--- config.mk ---
export PLATFORM = sky130hd
export DESIGN_NAME = bisuo_win_ctrl_flat
export DESIGN_NICKNAME = d
export VERILOG_FILES = /design/src/rtl/bisuo_win_ctrl_if.sv /design/src/rtl/bisuo_win_ctrl.sv /design/src/flat_wrapper.sv
export SDC_FILE = /design/constraint.sdc
export NUM_CORES = 1
export LEC_CHECK = 0
export ABC_AREA = 1
export CAP_MARGIN = 25
export CORE_MARGIN = 5
export CORE_UTILIZATION = 30
export CTS_CLUSTER_SIZE = 20
export DETAILED_ROUTE_END_ITERATION = 8
export GPL_TIMING_DRIVEN = 0
export PLACE_DENSITY_LB_ADDON = 0.1
export SYNTH_ARGS = -nofsm -noshare
export SYNTH_HDL_FRONTEND = slang
export SYNTH_SLANG_ARGS = --single-unit
--- constraint.sdc ---
create_clock -name clk -period 2.6 [get_ports clk]
set_input_delay 0.52 -clock clk [delete_from_list [all_inputs] [get_ports clk]]
set_output_delay 0.52 -clock clk [all_outputs]
set_load 0.05 [all_outputs]
--- src/rtl/bisuo_win_ctrl_if.sv ---
// bisuo_win_ctrl_if: trigger, config, sample and status signals of the blanking controller
interface bisuo_win_ctrl_if #(parameter int DW = 32);
    logic          prt_pulse;
    logic          cfg_sclr;
    logic [7:0]    cfg_st;
    logic [7:0]    cfg_width;
    logic          din_valid;
    logic [DW-1:0] din;
    logic          dout_valid;
    logic [DW-1:0] dout;
    logic          blank_active;
    logic          win_done;
    logic [7:0]    overrun_cnt;
    logic [15:0]   prt_cnt;
    modport master (
        output prt_pulse, cfg_sclr, cfg_st, cfg_width, din_valid, din,
        input  dout_valid, dout, blank_active, win_done, overrun_cnt, prt_cnt
    );
    modport slave (
        input  prt_pulse, cfg_sclr, cfg_st, cfg_width, din_valid, din,
        output dout_valid, dout, blank_active, win_done, overrun_cnt, prt_cnt
    );
endinterface

--- src/rtl/bisuo_win_ctrl.sv ---
// bisuo_win_ctrl: per-pulse blanking window and data gate; BISUO_STAT_EN adds the prt_pulse counter
module bisuo_win_ctrl #(
    parameter int DW        = 32,
    parameter int UNIT_LOG2 = 4
) (
    input logic             clk,
    input logic             sys_rst,
    bisuo_win_ctrl_if.slave bus
);
    localparam int CW = 8 + UNIT_LOG2;
    localparam logic [CW-1:0] ONE = CW'(1);

    typedef enum logic [1:0] {IDLE, DELAY, BLANK, DONE} state_t;

    state_t        state_q, state_d;
    logic [CW-1:0] cnt_q, cnt_d;
    logic [CW-1:0] st_len_q, wid_len_q;
    logic [CW-1:0] st_new, wid_new;
    logic          sclr_q;
    logic          done_d, done_q;
    logic          blank_q;
    logic          dv_q;
    logic [DW-1:0] dout_q;
    logic [7:0]    ovr_q;
    logic          ovr_inc;

    // window lengths in samples, taken straight from the host settings at trigger time
    assign st_new  = {bus.cfg_st, {UNIT_LOG2{1'b0}}};
    assign wid_new = {bus.cfg_width, {UNIT_LOG2{1'b0}}};
    assign ovr_inc = bus.prt_pulse && (state_q == DELAY || state_q == BLANK) && ovr_q != 8'hFF;
    assign cnt_d   = (bus.prt_pulse || state_d != state_q) ? '0 : cnt_q + {{(CW-1){1'b0}}, bus.din_valid};

    // next state: a trigger always restarts from the new settings; otherwise count samples to the edges
    always_comb begin
        state_d = state_q;
        done_d  = 1'b0;
        if (bus.prt_pulse) begin
            state_d = |st_new ? DELAY : (|wid_new ? BLANK : DONE);
            done_d  = ~|st_new && ~|wid_new;
        end else if (bus.din_valid && state_q == DELAY && cnt_q == st_len_q - ONE) begin
            state_d = |wid_len_q ? BLANK : DONE;
            done_d  = ~|wid_len_q;
        end else if (bus.din_valid && state_q == BLANK && cnt_q == wid_len_q - ONE) begin
            state_d = DONE;
            done_d  = 1'b1;
        end
    end

    // state, shadows, counters and registered outputs; gating uses the state the sample arrives in
    always_ff @(posedge clk) begin
        if (sys_rst) begin
            state_q   <= IDLE;
            cnt_q     <= '0;
            st_len_q  <= '0;
            wid_len_q <= '0;
            sclr_q    <= 1'b0;
            done_q    <= 1'b0;
            blank_q   <= 1'b0;
            dv_q      <= 1'b0;
            dout_q    <= '0;
            ovr_q     <= '0;
        end else begin
            state_q <= state_d;
            cnt_q   <= cnt_d;
            done_q  <= done_d;
            blank_q <= state_d == BLANK;
            dv_q    <= bus.din_valid;
            if (bus.prt_pulse) begin
                st_len_q  <= st_new;
                wid_len_q <= wid_new;
                sclr_q    <= bus.cfg_sclr;
            end
            if (bus.din_valid)
                dout_q <= (state_q == BLANK && sclr_q) ? '0 : bus.din;
            if (ovr_inc)
                ovr_q <= ovr_q + 8'd1;
        end
    end

    assign bus.dout_valid   = dv_q;
    assign bus.dout         = dout_q;
    assign bus.blank_active = blank_q;
    assign bus.win_done     = done_q;
    assign bus.overrun_cnt  = ovr_q;

`ifdef BISUO_STAT_EN
    logic [15:0] prt_cnt_q;

    // free-running trigger count, wraps naturally
    always_ff @(posedge clk) begin
        if (sys_rst)
            prt_cnt_q <= '0;
        else if (bus.prt_pulse)
            prt_cnt_q <= prt_cnt_q + 16'd1;
    end

    assign bus.prt_cnt = prt_cnt_q;
`else
    assign bus.prt_cnt = '0;
`endif
endmodule

--- src/flat_wrapper.sv ---
// flat-port wrapper written by rule: the top's interface ports become plain ports
module bisuo_win_ctrl_flat 
#(
    parameter int DW        = 32,
    parameter int UNIT_LOG2 = 4
)
  (clk, sys_rst, bus_prt_pulse, bus_cfg_sclr, bus_cfg_st, bus_cfg_width, bus_din_valid, bus_din, bus_dout_valid, bus_dout, bus_blank_active, bus_win_done, bus_overrun_cnt, bus_prt_cnt);
  bisuo_win_ctrl_if #(.DW(DW)) bus_i ();
  input logic clk;
  input logic sys_rst;
  input wire logic [$bits(bus_i.prt_pulse)-1:0] bus_prt_pulse;
  input wire logic [$bits(bus_i.cfg_sclr)-1:0] bus_cfg_sclr;
  input wire logic [$bits(bus_i.cfg_st)-1:0] bus_cfg_st;
  input wire logic [$bits(bus_i.cfg_width)-1:0] bus_cfg_width;
  input wire logic [$bits(bus_i.din_valid)-1:0] bus_din_valid;
  input wire logic [$bits(bus_i.din)-1:0] bus_din;
  output wire logic [$bits(bus_i.dout_valid)-1:0] bus_dout_valid;
  output wire logic [$bits(bus_i.dout)-1:0] bus_dout;
  output wire logic [$bits(bus_i.blank_active)-1:0] bus_blank_active;
  output wire logic [$bits(bus_i.win_done)-1:0] bus_win_done;
  output wire logic [$bits(bus_i.overrun_cnt)-1:0] bus_overrun_cnt;
  output wire logic [$bits(bus_i.prt_cnt)-1:0] bus_prt_cnt;
  assign bus_i.prt_pulse = bus_prt_pulse;
  assign bus_i.cfg_sclr = bus_cfg_sclr;
  assign bus_i.cfg_st = bus_cfg_st;
  assign bus_i.cfg_width = bus_cfg_width;
  assign bus_i.din_valid = bus_din_valid;
  assign bus_i.din = bus_din;
  assign bus_dout_valid = bus_i.dout_valid;
  assign bus_dout = bus_i.dout;
  assign bus_blank_active = bus_i.blank_active;
  assign bus_win_done = bus_i.win_done;
  assign bus_overrun_cnt = bus_i.overrun_cnt;
  assign bus_prt_cnt = bus_i.prt_cnt;
  bisuo_win_ctrl #(.DW(DW), .UNIT_LOG2(UNIT_LOG2)) u_core (.clk(clk), .sys_rst(sys_rst), .bus(bus_i));
endmodule
=== Yosys cells after proc, flatten, opt, wreduce, memory -nomap -nowiden ===
Index checks and enable logic that the tools add are counted.

* Register bits: 74
* Output and inout bits: 59
* Logic and storage cells: 48

* $add $sub $neg: 4
* Eq/ne operators: 7
* Multiplexer cells: 10
* Reductions and logical operators: 17

{| class="wikitable"
|+ Operators by type and width
! cell !! number
|-
| $mux W32 || 1
|-
| $eq A12 B12 Y1 || 2
|-
| $reduce_or A8 Y1 || 3
|-
| $sub A12 B1 Y12 const B || 2
|-
| $add A12 B1 Y12 || 1
|-
| $add A8 B1 Y8 const B || 1
|-
| $logic_and A1 B1 Y1 || 8
|-
| $mux W2 || 4
|-
| $ne A8 B8 Y1 const B || 1
|-
| $mux W1 || 5
|-
| $eq A2 B2 Y1 const B || 2
|-
| $logic_not A1 Y1 || 3
|-
| $eq A2 B1 Y1 const B || 1
|-
| $logic_or A1 B1 Y1 || 2
|-
| $ne A2 B2 Y1 || 1
|-
| $reduce_or A2 Y1 || 1
|}

=== Depth between registers and ports, before layout ===
Gate-level depths: netlist of the first run.

* Depth in word-level cells: 9
* Depth in mapped cells: 20
* Gate-level depth less buffers: 19

=== Worst setup path after synthesis of the first run ===
OpenSTA, ideal clock, no wires.

* Kind: reg2reg
* Start: reg u_core.st_len_q[4]
* End: reg u_core.cnt_q[11]
* Library setup time: 0.117 ns
* Arrival time: 1.863 ns
* Required time: 2.483 ns
* Path slack: 0.620 ns
* Stages on the path, launching flop included: 18
* Path buffers: 1
* Period minus slack after synthesis: 1.980 ns
* Cells stage by stage: dfxtp_1 -> inv_2 -> ha_1 -> a21oi_1 -> nand3_1 -> nor2_1 -> nand3_2 -> nor2_4 -> nand2_2 -> nand2_1 -> nand2_1 -> nand2_1 -> nand2_2 -> nand2_1 -> nand2_1 -> nand2_2 -> buf_6 -> nor2_2

* Word-level cells in the longest chain between the ends: 8

{| class="wikitable"
|+ Ends and longest elaborated chain
! item !! RTL line !! text
|-
| start, declared || bisuo_win_ctrl.sv:17 || <nowiki>logic [CW-1:0] st_len_q, wid_len_q;</nowiki>
|-
| start signal, assigned || bisuo_win_ctrl.sv:69 || <nowiki>st_len_q <= st_new;</nowiki>
|-
| $sub A12 B1 Y12 || bisuo_win_ctrl.sv:40 || <nowiki>end else if (bus.din_valid && state_q == DELAY && cnt_q == st_len_q - ONE) begin</nowiki>
|-
| $eq A12 B12 Y1 || bisuo_win_ctrl.sv:40 ||
|-
| $logic_and A1 B1 Y1 || bisuo_win_ctrl.sv:40 ||
|-
| $mux W2 || bisuo_win_ctrl.sv:40 ||
|-
| $mux W2 || bisuo_win_ctrl.sv:37 || <nowiki>if (bus.prt_pulse) begin</nowiki>
|-
| $ne A2 B2 Y1 || bisuo_win_ctrl.sv:31 || <nowiki>assign cnt_d = (bus.prt_pulse || state_d != state_q) ? '0 : cnt_q + {{(CW-1){1'b0}}, bus.din_valid};</nowiki>
|-
| $logic_or A1 B1 Y1 || bisuo_win_ctrl.sv:31 ||
|-
| $reduce_or A2 Y1 (no line) || n/a ||
|-
| end signal, assigned || bisuo_win_ctrl.sv:64 || <nowiki>cnt_q <= cnt_d;</nowiki>
|-
| end, declared || bisuo_win_ctrl.sv:16 || <nowiki>logic [CW-1:0] cnt_q, cnt_d;</nowiki>
|}

No other way between the ends.
A chain may end at the register's enable or synchronous reset.

=== Final worst setup path of the first run ===
Same ends and word-level chain as after synthesis.

==> qor.yml, run 1 <==
detailed_routing:
  drtIter0Drc: 98
  drc_errors: 0
  wl_mm: 10.33
  wl_per_cell_um: 12.63
  ant_nets: 0
  vias_per_cell: 4.425
  vias: 3620
  drtPass1Iterations: 4
worst_setup_path:
  crit_chain: "inv_2 > ha_1 > a21oi_1 > nand3_1 > nor2_1 > nand3_2 > nor2_4 > nand2_2 > nand2_1 > nand2_1 > nand2_1 > nand2_2 > nand2_1 > nand2_1 > nand2_2 > buf_6 > nor2_2"
  cp_slowest_cell: "dfxtp_1"
  timing.rr.end: "u_core.cnt_q[11]$_SDFF_PP0_"
  cpPeakStageDelay_ns: 0.40
  r2r_cells: 17
  startpoint_type: "flip-flop"
  endpoint_kind: "flip-flop"
  cp.arrival_ns: 2.55
  path_class: "reg2reg"
  critPathTopFamily: "simple AND/OR/NAND/NOR gates"
  critical_path.most_common_cell: "nand2_1"
  r2r_start: "u_core.st_len_q[4]$_SDFFE_PP0P_"
  r2r_setup_slack_ns: 0.27
  critPathLaunch: "u_core.st_len_q[4]$_SDFFE_PP0P_"
  cp_max_fo: 10
  worst_ep_required_time_ns: 2.82
  worst-path-buf-inv: 2
global_routing:
  grt_pass1_wl_mm: 17.07
  grt_pass1_vias: 3563
  grt_antenna_before_repair: 0
  grt.total_usage_pct: 14.36
  grt_start_max_net_pins: 13
  globalRoute.totalOverflow: 0
die:
  die-area_um2: 14790
  num_rows: 40
  die_height_um: 121.6
  initial_core_util_pct: 30.86
  die_w_um: 121.6
  core_um2: 12110
  ioPinCount: 112
synth:
  yosysWarningCount: 0
  synthCells: 526
  synth.distinct_cells: 32
  syn_area_um2: 3737
  ys_seq_elements: 74
  synth.avg_cell_area_um2: 7.105
  yosysSeqAreaShare_pct: 39.64
timing:
  report.final.slew_viol_count: 0
  max_freq_mhz: 430.0
  final_hold_viol_count: 0
  hold_slack_ns: 0.4743
  worst_pin_slew_ns: 0.5378
  finalCriticalPeriod_ns: 2.326
  rsz0062_at_grt: "no"
  fin_setup_tns_ns: 0
  relSlewSlack_pct: 64.03
  final.period_utilization_pct: 89.46
  setup_violations: 0
  clock_skew_ns: 0.005132
placement:
  place.detailed.hpwl_mm: 8.073
  port_buffers: 93
  gp_congestion: 0.8701
flow_run:
  drv_cap: 0
power_and_ir_drop:
  power_density_nw_per_um2: 625.9
  peakVddDrop_mv: 0.2521
  power_leakage_uw: 0.002395
finish:
  layout.nets: 706
  n_antenna_cell: 0
  area_growth_pct: 41.28
  postLayoutCoreUtil_pct: 43.60
  drive_gt1_share_pct: 8.615
clock_network:
  post_cts_resized: 0
  cts-buffers-inserted: 9
  postCtsHoldBufs: 0
  tritoncts: "yes"
  cts_root_buf: "clkbuf_16"
  postCtsSetupBuffers: 0
  cts.sinks: 74
  clock_path_buffers: 2
  htree_levels: 3
  insertion_delay_ns: 0.33
  clkTransAtPathRegs_ns: 0.06
min_path:
  min_to: "u_core.st_len_q[11]$_SDFFE_PP0P_"
  hold_depth: 2
  min-delay-start: "u_core.st_len_q[11]$_SDFFE_PP0P_"
  hp-class: "reg2reg"
outcome:
  status: "complete, no violations"
-- cell usage in the layout, fill, tap and decap left out, types with 3 or more instances in the layout --
cell type and count:
nand2_1 125, clkdlybuf4s50_1 93, dfxtp_1 74, inv_1 67, nor2_1 44, o211ai_1 33
nand3_1 27, o21ai_0 24, a21oi_1 21, clkbuf_1 18, buf_4 16, conb_1 16
nor2_2 14, xor2_1 14, clkbuf_16 9, ha_1 8, buf_1 5, nand4_1 5
xnor2_1 5, nor4_1 5, nand2_2 4, nor3_1 4, inv_2 3, bufinv_16 3
-- worst max path at each step --
stage	endpoint	slack (ns)	cells after the start
6_report	u_core.cnt_q[11]$_SDFF_PP0_	0.27	17
3_3_place_gp	u_core.cnt_q[11]$_SDFF_PP0_	-0.09	17
3_5_place_dp	u_core.cnt_q[9]$_SDFF_PP0_	-0.1	17
5_1_grt	u_core.cnt_q[8]$_SDFF_PP0_	0.05	20
4_1_cts	u_core.cnt_q[11]$_SDFF_PP0_	0.24	17
2_1_floorplan	u_core.cnt_q[11]$_SDFF_PP0_	0.62	17
-- metrics by stage --
stage / cells / total power, µW / area [µm²] / setup WS, ns
2_1_floorplan: 541 / 1666 / 3794 / 0.6198
3_3_place_gp: 802 / 1881 / 4935 / -0.08823
3_5_place_dp: 802 / 1887 / 4935 / -0.09506
4_1_cts: 818 / 3353 / 5280 / 0.2386
5_1_grt: 818 / 3462 / 5280 / 0.05290
6_report: 818 / 3305 / 5280 / 0.2741
-- Yosys cell counts --
cell | count | share of area (%)
nand2_1 | 125 | 13
dfxtp_1 | 74 | 40
inv_1 | 67 | 6.7
nor2_1 | 44 | 4.4
o211ai_1 | 33 | 6.6
nand3_1 | 27 | 3.6
o21ai_0 | 24 | 3.2
a21oi_1 | 21 | 2.8
buf_4 | 16 | 3.2
clkbuf_1 | 16 | 1.6
nor2_2 | 14 | 2.3
xor2_1 | 14 | 3.3
ha_1 | 8 | 2.7
buf_1 | 5 | 0.50
nand4_1 | 5 | 0.84
nor4_1 | 5 | 0.84
xnor2_1 | 5 | 1.2
nand2_2 | 4 | 0.67
nor3_1 | 4 | 0.54
inv_2 | 3 | 0.30
a21oi_2 | 1 | 0.23
and2_0 | 1 | 0.17
and3_1 | 1 | 0.17
buf_2 | 1 | 0.13
buf_6 | 1 | 0.30
conb_1 | 1 | 0.10
nand3_2 | 1 | 0.27
nor2_4 | 1 | 0.30
nor3b_1 | 1 | 0.20
o21ai_1 | 1 | 0.13
o32ai_1 | 1 | 0.23
or2_0 | 1 | 0.17
-- area by class of cell --
type                    count  area, µm²
clock inverters             4      98.84
flip-flops and latches     74       1481
well taps                 168      210.2
multi-input cells         358       1834
fillers                  1276       6832
clock buffers              12      246.5
plain buffers              39      215.2
repair buffers             93      930.9
inverters                  70      262.8
-- flip-flops by register name (all words and copies together) (netlist names) --
register / count
u_core.state_q: 2
u_core.sclr_q: 1
u_core.cnt_q: 12
u_core.bus.win_done: 1
u_core.bus.blank_active: 1
u_core.bus.dout_valid: 1
u_core.bus.dout: 32
u_core.st_len_q: 8
u_core.wid_len_q: 8
u_core.bus.overrun_cnt: 8
-- layer usage --
layer | global-route usage, % | vias up | routed length, µm
li1 | - | 1889 | -
met1 | 17.52 | 1638 | 4673
met2 | 23.39 | 72 | 4818
met3 | 4.132 | 21 | 563
met4 | 6.583 | 0 | 276
met5 | 0 | - | 0
-- worst reg2reg max path: stages, from the launching register on --
cell and delay (ns):
dfxtp_1 0.40, inv_2 0.10, ha_1 0.34, a21oi_1 0.15, nand3_1 0.08, nor2_1 0.12, nand3_2 0.10, nor2_4 0.11
nand2_2 0.08, nand2_1 0.06, nand2_1 0.07, nand2_1 0.10, nand2_2 0.07, nand2_1 0.06, nand2_1 0.05, nand2_2 0.10
buf_6 0.18, nor2_2 0.04
-- cell families after synthesis --
| family | synth area share [%] |
|---|---|
| AND/OR/NAND/NOR | 27.08 |
| XOR/XNOR | 4.453 |
| adder cells (fa/ha/maj) | 2.678 |
| other | 0.1003 |
| flip-flops | 39.64 |
| buffers and inverters | 12.79 |
| AO/OA/AOI/OAI | 13.26 |
-- report_power, final --
group          total (µW)  leakage (µW)  switching, µW  internal, µW
sequential           1230      0.000610           38.8          1190
combinational         629       0.00162            390           239
clock                1440      0.000167            478           966
total                3310       0.00239            907          2400
Power figures use the tool's default switching activity.
==> run 2: changes to the inputs <==
- clock period: 2.6 -> 1.9 ns (I/O delays scaled with it)
==> qor.yml, run 2 (synthesis gave the netlist of run 1 again) <==
outcome:
  status: "finished, violations left"
  violations: "negative setup slack"
clock_network:
  insertion_delay_ns: 0.33  # about the same
  postCtsHoldBufs: 0  # unchanged
  clock_path_buffers: 2  # unchanged
  htree_levels: 3  # unchanged
  cts_root_buf: "clkbuf_16"
  tritoncts: "yes"
  cts.sinks: 74  # unchanged
  cts-buffers-inserted: 9  # unchanged
  clkTransAtPathRegs_ns: 0.06  # about the same
detailed_routing:
  wl_per_cell_um: 12.73  # +0.77%
  vias_per_cell: 4.396  # -0.66%
  drtIter0Drc: 123  # +26%
  wl_mm: 10.54  # +2.0%
  vias: 3640  # +0.55%
  drtPass1Iterations: 4  # unchanged
  ant_nets: 0  # unchanged
  drc_errors: 0  # unchanged
finish:
  design_area_um2: 5567  # +5.4%
  postLayoutCoreUtil_pct: 45.96  # +2.4 points
  multi_input_area_um2: 1973  # +7.6%
  largest_reg_flops: 32  # unchanged
  area_growth_pct: 48.95
  drive_gt1_share_pct: 14.55  # +5.9 points
  fillers: 1278  # +0.16%
  regArea_um2: 1494  # +0.84%
  n_antenna_cell: 0  # unchanged
  final_cell_mix: "nand2_1, dfxtp_1, clkdlybuf4s50_1"
  layout.nets: 716  # +1.4%
  final_common_cell: "nand2_1"
timing:
  rsz0062_at_grt: "yes"
  hold_slack_ns: 0.4267  # -0.04760 ns
  worst_pin_slew_ns: 0.5349  # -0.002931 ns
  final.period_utilization_pct: 111.6  # +22 points
  relSlewSlack_pct: 64.28  # +0.25 points
  setup_violations: 12  # +12
  max_freq_mhz: 471.5  # +9.7%
  fin_ws_ns: -0.2211  # -0.4952 ns
  report.final.slew_viol_count: 0  # unchanged
  clock_skew_ns: 0.006435  # +0.001302 ns
  final_hold_viol_count: 0  # unchanged
  finalCriticalPeriod_ns: 2.121  # -0.2048 ns
die:
  die_height_um: 121.6  # unchanged
  die-area_um2: 14790  # unchanged
  core_um2: 12110  # unchanged
  ioPinCount: 112  # unchanged
  initial_core_util_pct: 30.86  # unchanged
  die_w_um: 121.6  # unchanged
  num_rows: 40  # unchanged
global_routing:
  grt_pass1_vias: 3556  # -0.20%
  grt_antenna_before_repair: 0  # unchanged
  grt_pass1_wl_mm: 17.16  # +0.53%
  grt_start_max_net_pins: 13  # unchanged
  grt.total_usage_pct: 14.51  # +0.15 points
  globalRoute.totalOverflow: 0  # unchanged
power_and_ir_drop:
  power_leakage_uw: 0.002768  # +16%
  pwr-share-seq_pct: 38.1  # +0.8 points
  switchingPower_uw: 1266  # +40%
  power_density_nw_per_um2: 797.2  # +27%
  peakVddDrop_mv: 0.3532  # +40%
  swShare_pct: 28.53  # +1.1 points
  p_comb_share_pct: 20.4  # +1.4 points
  p_int_uw: 3172  # +32%
  clkPwrFrac_pct: 41.5  # -2.2 points
worst_setup_path:
  startpoint_type: "flip-flop"
  cp.arrival_ns: 2.34  # -0.21 ns
  worst_ep_required_time_ns: 2.12  # -0.70 ns
  endpoint_kind: "flip-flop"
  cp_max_fo: 5  # -5
  path_class: "reg2reg"
min_path:
  hp-class: "in2reg"
flow_run:
  drv_cap: 0  # unchanged
placement:
  gp_congestion: 0.8401  # -3.4%
  placed_cell_area_um2: 4951  # +0.33%
  port_buffers: 93  # unchanged
  place.detailed.hpwl_mm: 7.968  # -1.3%
  placement.setup.worst_slack_ns: -0.6358  # -0.5408 ns
[run 2: timing repair]
action                     4_1_cts  5_1_grt
buffers inserted                 9        0
cloned                           1        0
gates resized for setup         29       42
pin swaps                       12        8
setup endpoints to repair       21       36
[run 2: final cells by class]
| type | count | share of cell area [%] |
|---|---|---|
| repair buffers | 103 | 19.40 |
| clock buffers | 11 | 4.361 |
| flip-flops and latches | 74 | 26.84 |
| inverters | 70 | 4.855 |
| well taps | 168 | 3.776 |
| clock inverters | 5 | 1.394 |
| plain buffers | 39 | 3.933 |
| multi-input cells | 358 | 35.45 |
[run 2: metrics by stage]
step	TNS, ns	cells	total power [µW]
6_report	-2.494	828	4438
5_1_grt	-4.714	828	4656
4_1_cts	-2.900	828	4488
3_5_place_dp	-14.16	802	2582
3_3_place_gp	-13.49	802	2579
2_1_floorplan	0	541	2285
[run 2: worst paths after layout]
check / end / slack (ns) / startpoint / cells past startpoint
max reg2reg: u_core.cnt_q[9]$_SDFF_PP0_ / -0.22 / u_core.st_len_q[4]$_SDFFE_PP0P_ / 21
max: u_core.cnt_q[9]$_SDFF_PP0_ / -0.22 / u_core.st_len_q[4]$_SDFFE_PP0P_ / 21
min reg2reg: u_core.bus.dout[3]$_SDFFE_PP0P_ / 0.47 / u_core.bus.dout[3]$_SDFFE_PP0P_ / 2
min: u_core.state_q[0]$_SDFF_PP0_ / 0.43 / sys_rst / 2
[run 2: layer usage]
metal	global-route usage (%)	share of wire, %	vias to the layer above
met2	23.90	48	81
met5	0	0	-
met3	4.225	5.5	14
met4	6.092	2.1	0
li1	-	-	1901
met1	17.69	45	1644
[run 2: critical path: stages, from the launching register on]
cell and delay, ns:
dfxtp_4 0.36, inv_6 0.05, ha_4 0.14, nand2_2 0.06, nor2_4 0.09, nand2_1 0.07
nand2_2 0.07, nand2_1 0.05, nand2_1 0.06, nand2_2 0.07, nor2_4 0.13, nand2_2 0.08
nand2_1 0.09, nand2_2 0.06, nand2_2 0.07, nand2_2 0.05, nand2_1 0.05, nand2_1 0.06
nand2_2 0.10, buf_6 0.11, buf_8 0.13, nor2_4 0.03
[run 2: power groups by stage]
stage	combinational (µW)	clock, µW	sequential [µW]
after floorplan	397	0	1890
after global placement	859	0	1720
after detailed placement	863	0	1720
after CTS	902	1900	1690
after global routing	985	1970	1700
final	906	1840	1690
==> run 3: changes to the inputs <==
- CAP_MARGIN: 25 -> default
- CORE_MARGIN: 5 -> 3
- DONT_BUFFER_PORTS: default -> 1
==> qor.yml, run 3 (synthesis gave the netlist of run 1 again) <==
outcome:
  status: "finished, violations left"
  violations: "negative setup slack"
timing:
  final.period_utilization_pct: 107.8  # -3.8 points
  final_hold_viol_count: 0  # unchanged
  report.final.slew_viol_count: 0  # unchanged
  worst_pin_slew_ns: 0.6233  # +0.08836 ns
  relSlewSlack_pct: 58.39  # -5.9 points
  setup_violations: 12  # unchanged
  max_freq_mhz: 488.3  # +3.6%
  fin_ws_ns: -0.1480  # +0.07309 ns
  finalCriticalPeriod_ns: 2.048  # -0.07309 ns
  clock_skew_ns: 0.004354  # -0.002081 ns
  rsz0062_at_grt: "yes"
global_routing:
  grt.total_usage_pct: 14.05  # -0.46 points
  grt_start_max_net_pins: 13  # unchanged
  grt_pass1_wl_mm: 15.83  # -7.8%
  grt_pass1_vias: 3096  # -13%
  grt_antenna_before_repair: 0  # unchanged
  globalRoute.totalOverflow: 0  # unchanged
finish:
  instances_no_fill: 732  # -12%
  layout.nets: 620  # -13%
  drive_gt1_share_pct: 18.62  # +4.1 points
  final_common_cell: "nand2_1"
  n_antenna_cell: 0  # unchanged
  final_cell_mix: "nand2_1, dfxtp_1, inv_1"
  largest_reg_flops: 32  # unchanged
  area_growth_pct: 22.56
worst_setup_path:
  endpoint_kind: "flip-flop"
  critPathLaunch: "u_core.st_len_q[4]$_SDFFE_PP0P_"
  worst_ep_required_time_ns: 2.12  # about the same
  r2r_cells: 17  # -19%
  timing.rr.end: "u_core.cnt_q[2]$_SDFF_PP0_"
  r2r_setup_slack_ns: -0.15  # +0.07 ns
  r2r_start: "u_core.st_len_q[4]$_SDFFE_PP0P_"
  critPathCapture: "u_core.cnt_q[2]$_SDFF_PP0_"
  cp_max_fo: 5  # unchanged
  startpoint_type: "flip-flop"
  path_class: "reg2reg"
  cp.arrival_ns: 2.26  # -0.08 ns
placement:
  gp_congestion: 0.8510  # +1.3%
  place.detailed.hpwl_mm: 7.470  # -6.2%
  port_buffers: 0  # -100%
  placement.setup.worst_slack_ns: -0.2932  # +0.3426 ns
  place_inst: 709  # -12%
detailed_routing:
  drtIter0Drc: 105  # -15%
  wl_per_cell_um: 13.30  # +4.5%
  drtPass1Iterations: 4  # unchanged
  vias: 3291  # -9.6%
  wl_mm: 9.734  # -7.6%
  ant_nets: 0  # unchanged
  vias_per_cell: 4.496  # +2.3%
  drc_errors: 0  # unchanged
clock_network:
  cts.sinks: 74  # unchanged
  cts-buffers-inserted: 9  # unchanged
  tritoncts: "yes"
  htree_levels: 3  # unchanged
  clock_path_buffers: 2  # unchanged
  insertion_delay_ns: 0.33  # about the same
  cts_root_buf: "clkbuf_16"
  clkTransAtPathRegs_ns: 0.06  # about the same
  postCtsHoldBufs: 0  # unchanged
die:
  num_rows: 40  # unchanged
  initial_core_util_pct: 30.86  # unchanged
  die-area_um2: 13830  # -6.5%
  core_um2: 12110  # unchanged
  ioPinCount: 112  # unchanged
  die_height_um: 117.6  # -3.3%
  die_w_um: 117.6  # -3.3%
min_path:
  hp-class: "in2reg"
flow_run:
  drv_cap: 0  # unchanged
power_and_ir_drop:
  peakVddDrop_mv: 0.4877  # +38%
  power_leakage_uw: 0.002088  # -25%
  power_density_nw_per_um2: 906.5  # +14%
run 3: cell types whose count changed in the layout (fill, tap and decap cells not counted), sizes merged:
cell / before / now
inv: 70 / 71
dlygate4sd2: 8 / 0
dlymetal6s2s: 19 / 0
bufinv: 2 / 1
clkdlybuf4s50: 66 / 0
clkbuf: 27 / 28
clkinvlp: 1 / 0
buf: 33 / 30
run 3: worst min-delay path by stage:
stage	start	depth (start not counted)	to
after floorplan	u_core.st_len_q[11]$_SDFFE_PP0P_	2	u_core.st_len_q[11]$_SDFFE_PP0P_
after global placement	u_core.st_len_q[11]$_SDFFE_PP0P_	2	u_core.st_len_q[11]$_SDFFE_PP0P_
after detailed placement	u_core.st_len_q[11]$_SDFFE_PP0P_	2	u_core.st_len_q[11]$_SDFFE_PP0P_
after CTS	bus_cfg_st[5]	2	u_core.st_len_q[9]$_SDFFE_PP0P_
after global routing	bus_cfg_st[5]	2	u_core.st_len_q[9]$_SDFFE_PP0P_
final	bus_cfg_st[5]	2	u_core.st_len_q[9]$_SDFFE_PP0P_
run 3: repair_timing:
item / in CTS / in global routing
pin swaps: 10 / 18
cloned: 1 / 0
setup endpoints to repair: 13 / 17
resized for setup: 21 / 41
hold endpoints to repair: 0 / 0
setup buffers: 6 / 2
run 3: worst max-delay path, stage by stage, from the launching register on:
cell	delay (ns)
dfxtp_4	0.37
inv_6	0.03
ha_4	0.23
a21oi_1	0.12
nand3_1	0.11
nor2_2	0.13
nand3_2	0.09
nor2_4	0.12
nand2_2	0.08
nand2_1	0.08
nand2_2	0.06
nand2_2	0.07
nand2_2	0.06
nand2_2	0.06
nand2_2	0.06
nand2_4	0.09
buf_8	0.14
nor2_4	0.03
run 3: report_power, final:
| group | internal [µW] | leakage [µW] | switching [µW] | total (µW) |
|---|---|---|---|---|
| Sequential | 1630 | 0.000615 | 247 | 1880 |
| Clock | 1090 | 0.000153 | 669 | 1760 |
| Combinational | 188 | 0.00132 | 328 | 515 |
| Total | 2910 | 0.00209 | 1240 | 4150 |
run 3: layer usage:
layer	track usage [%]	vias up	wire [µm]
met3	4.325	9	533
met2	22.67	67	4632
li1	-	1714	-
met1	17.96	1501	4442
met5	0	-	0
met4	4.469	0	125
run 3: through the flow:
step                      total power [µW]  utilization [%]  instance area (µm²)  hold slack (ns)  setup TNS [ns]
after floorplan                       2285                -                 3810           0.4470               0
after global placement                2376            33.19                 4020           0.4732          -2.999
after detailed placement              2381            33.19                 4020           0.4818          -3.780
after CTS                             4181            36.78                 4454           0.1880          -3.319
after global routing                  4352            37.82                 4581           0.1793          -3.622
final                                 4153            37.82                 4581           0.2000          -1.619
run 3: layout make-up:
type,instances,area [µm²]
inverters,70,270.3
fillers,1314,7531
clock inverters,4,48.80
multi-input cells,358,2003
repair buffers,8,83.83
flip-flops and latches,74,1504
well taps,168,210.2
clock buffers,12,256.5
plain buffers,38,203.9
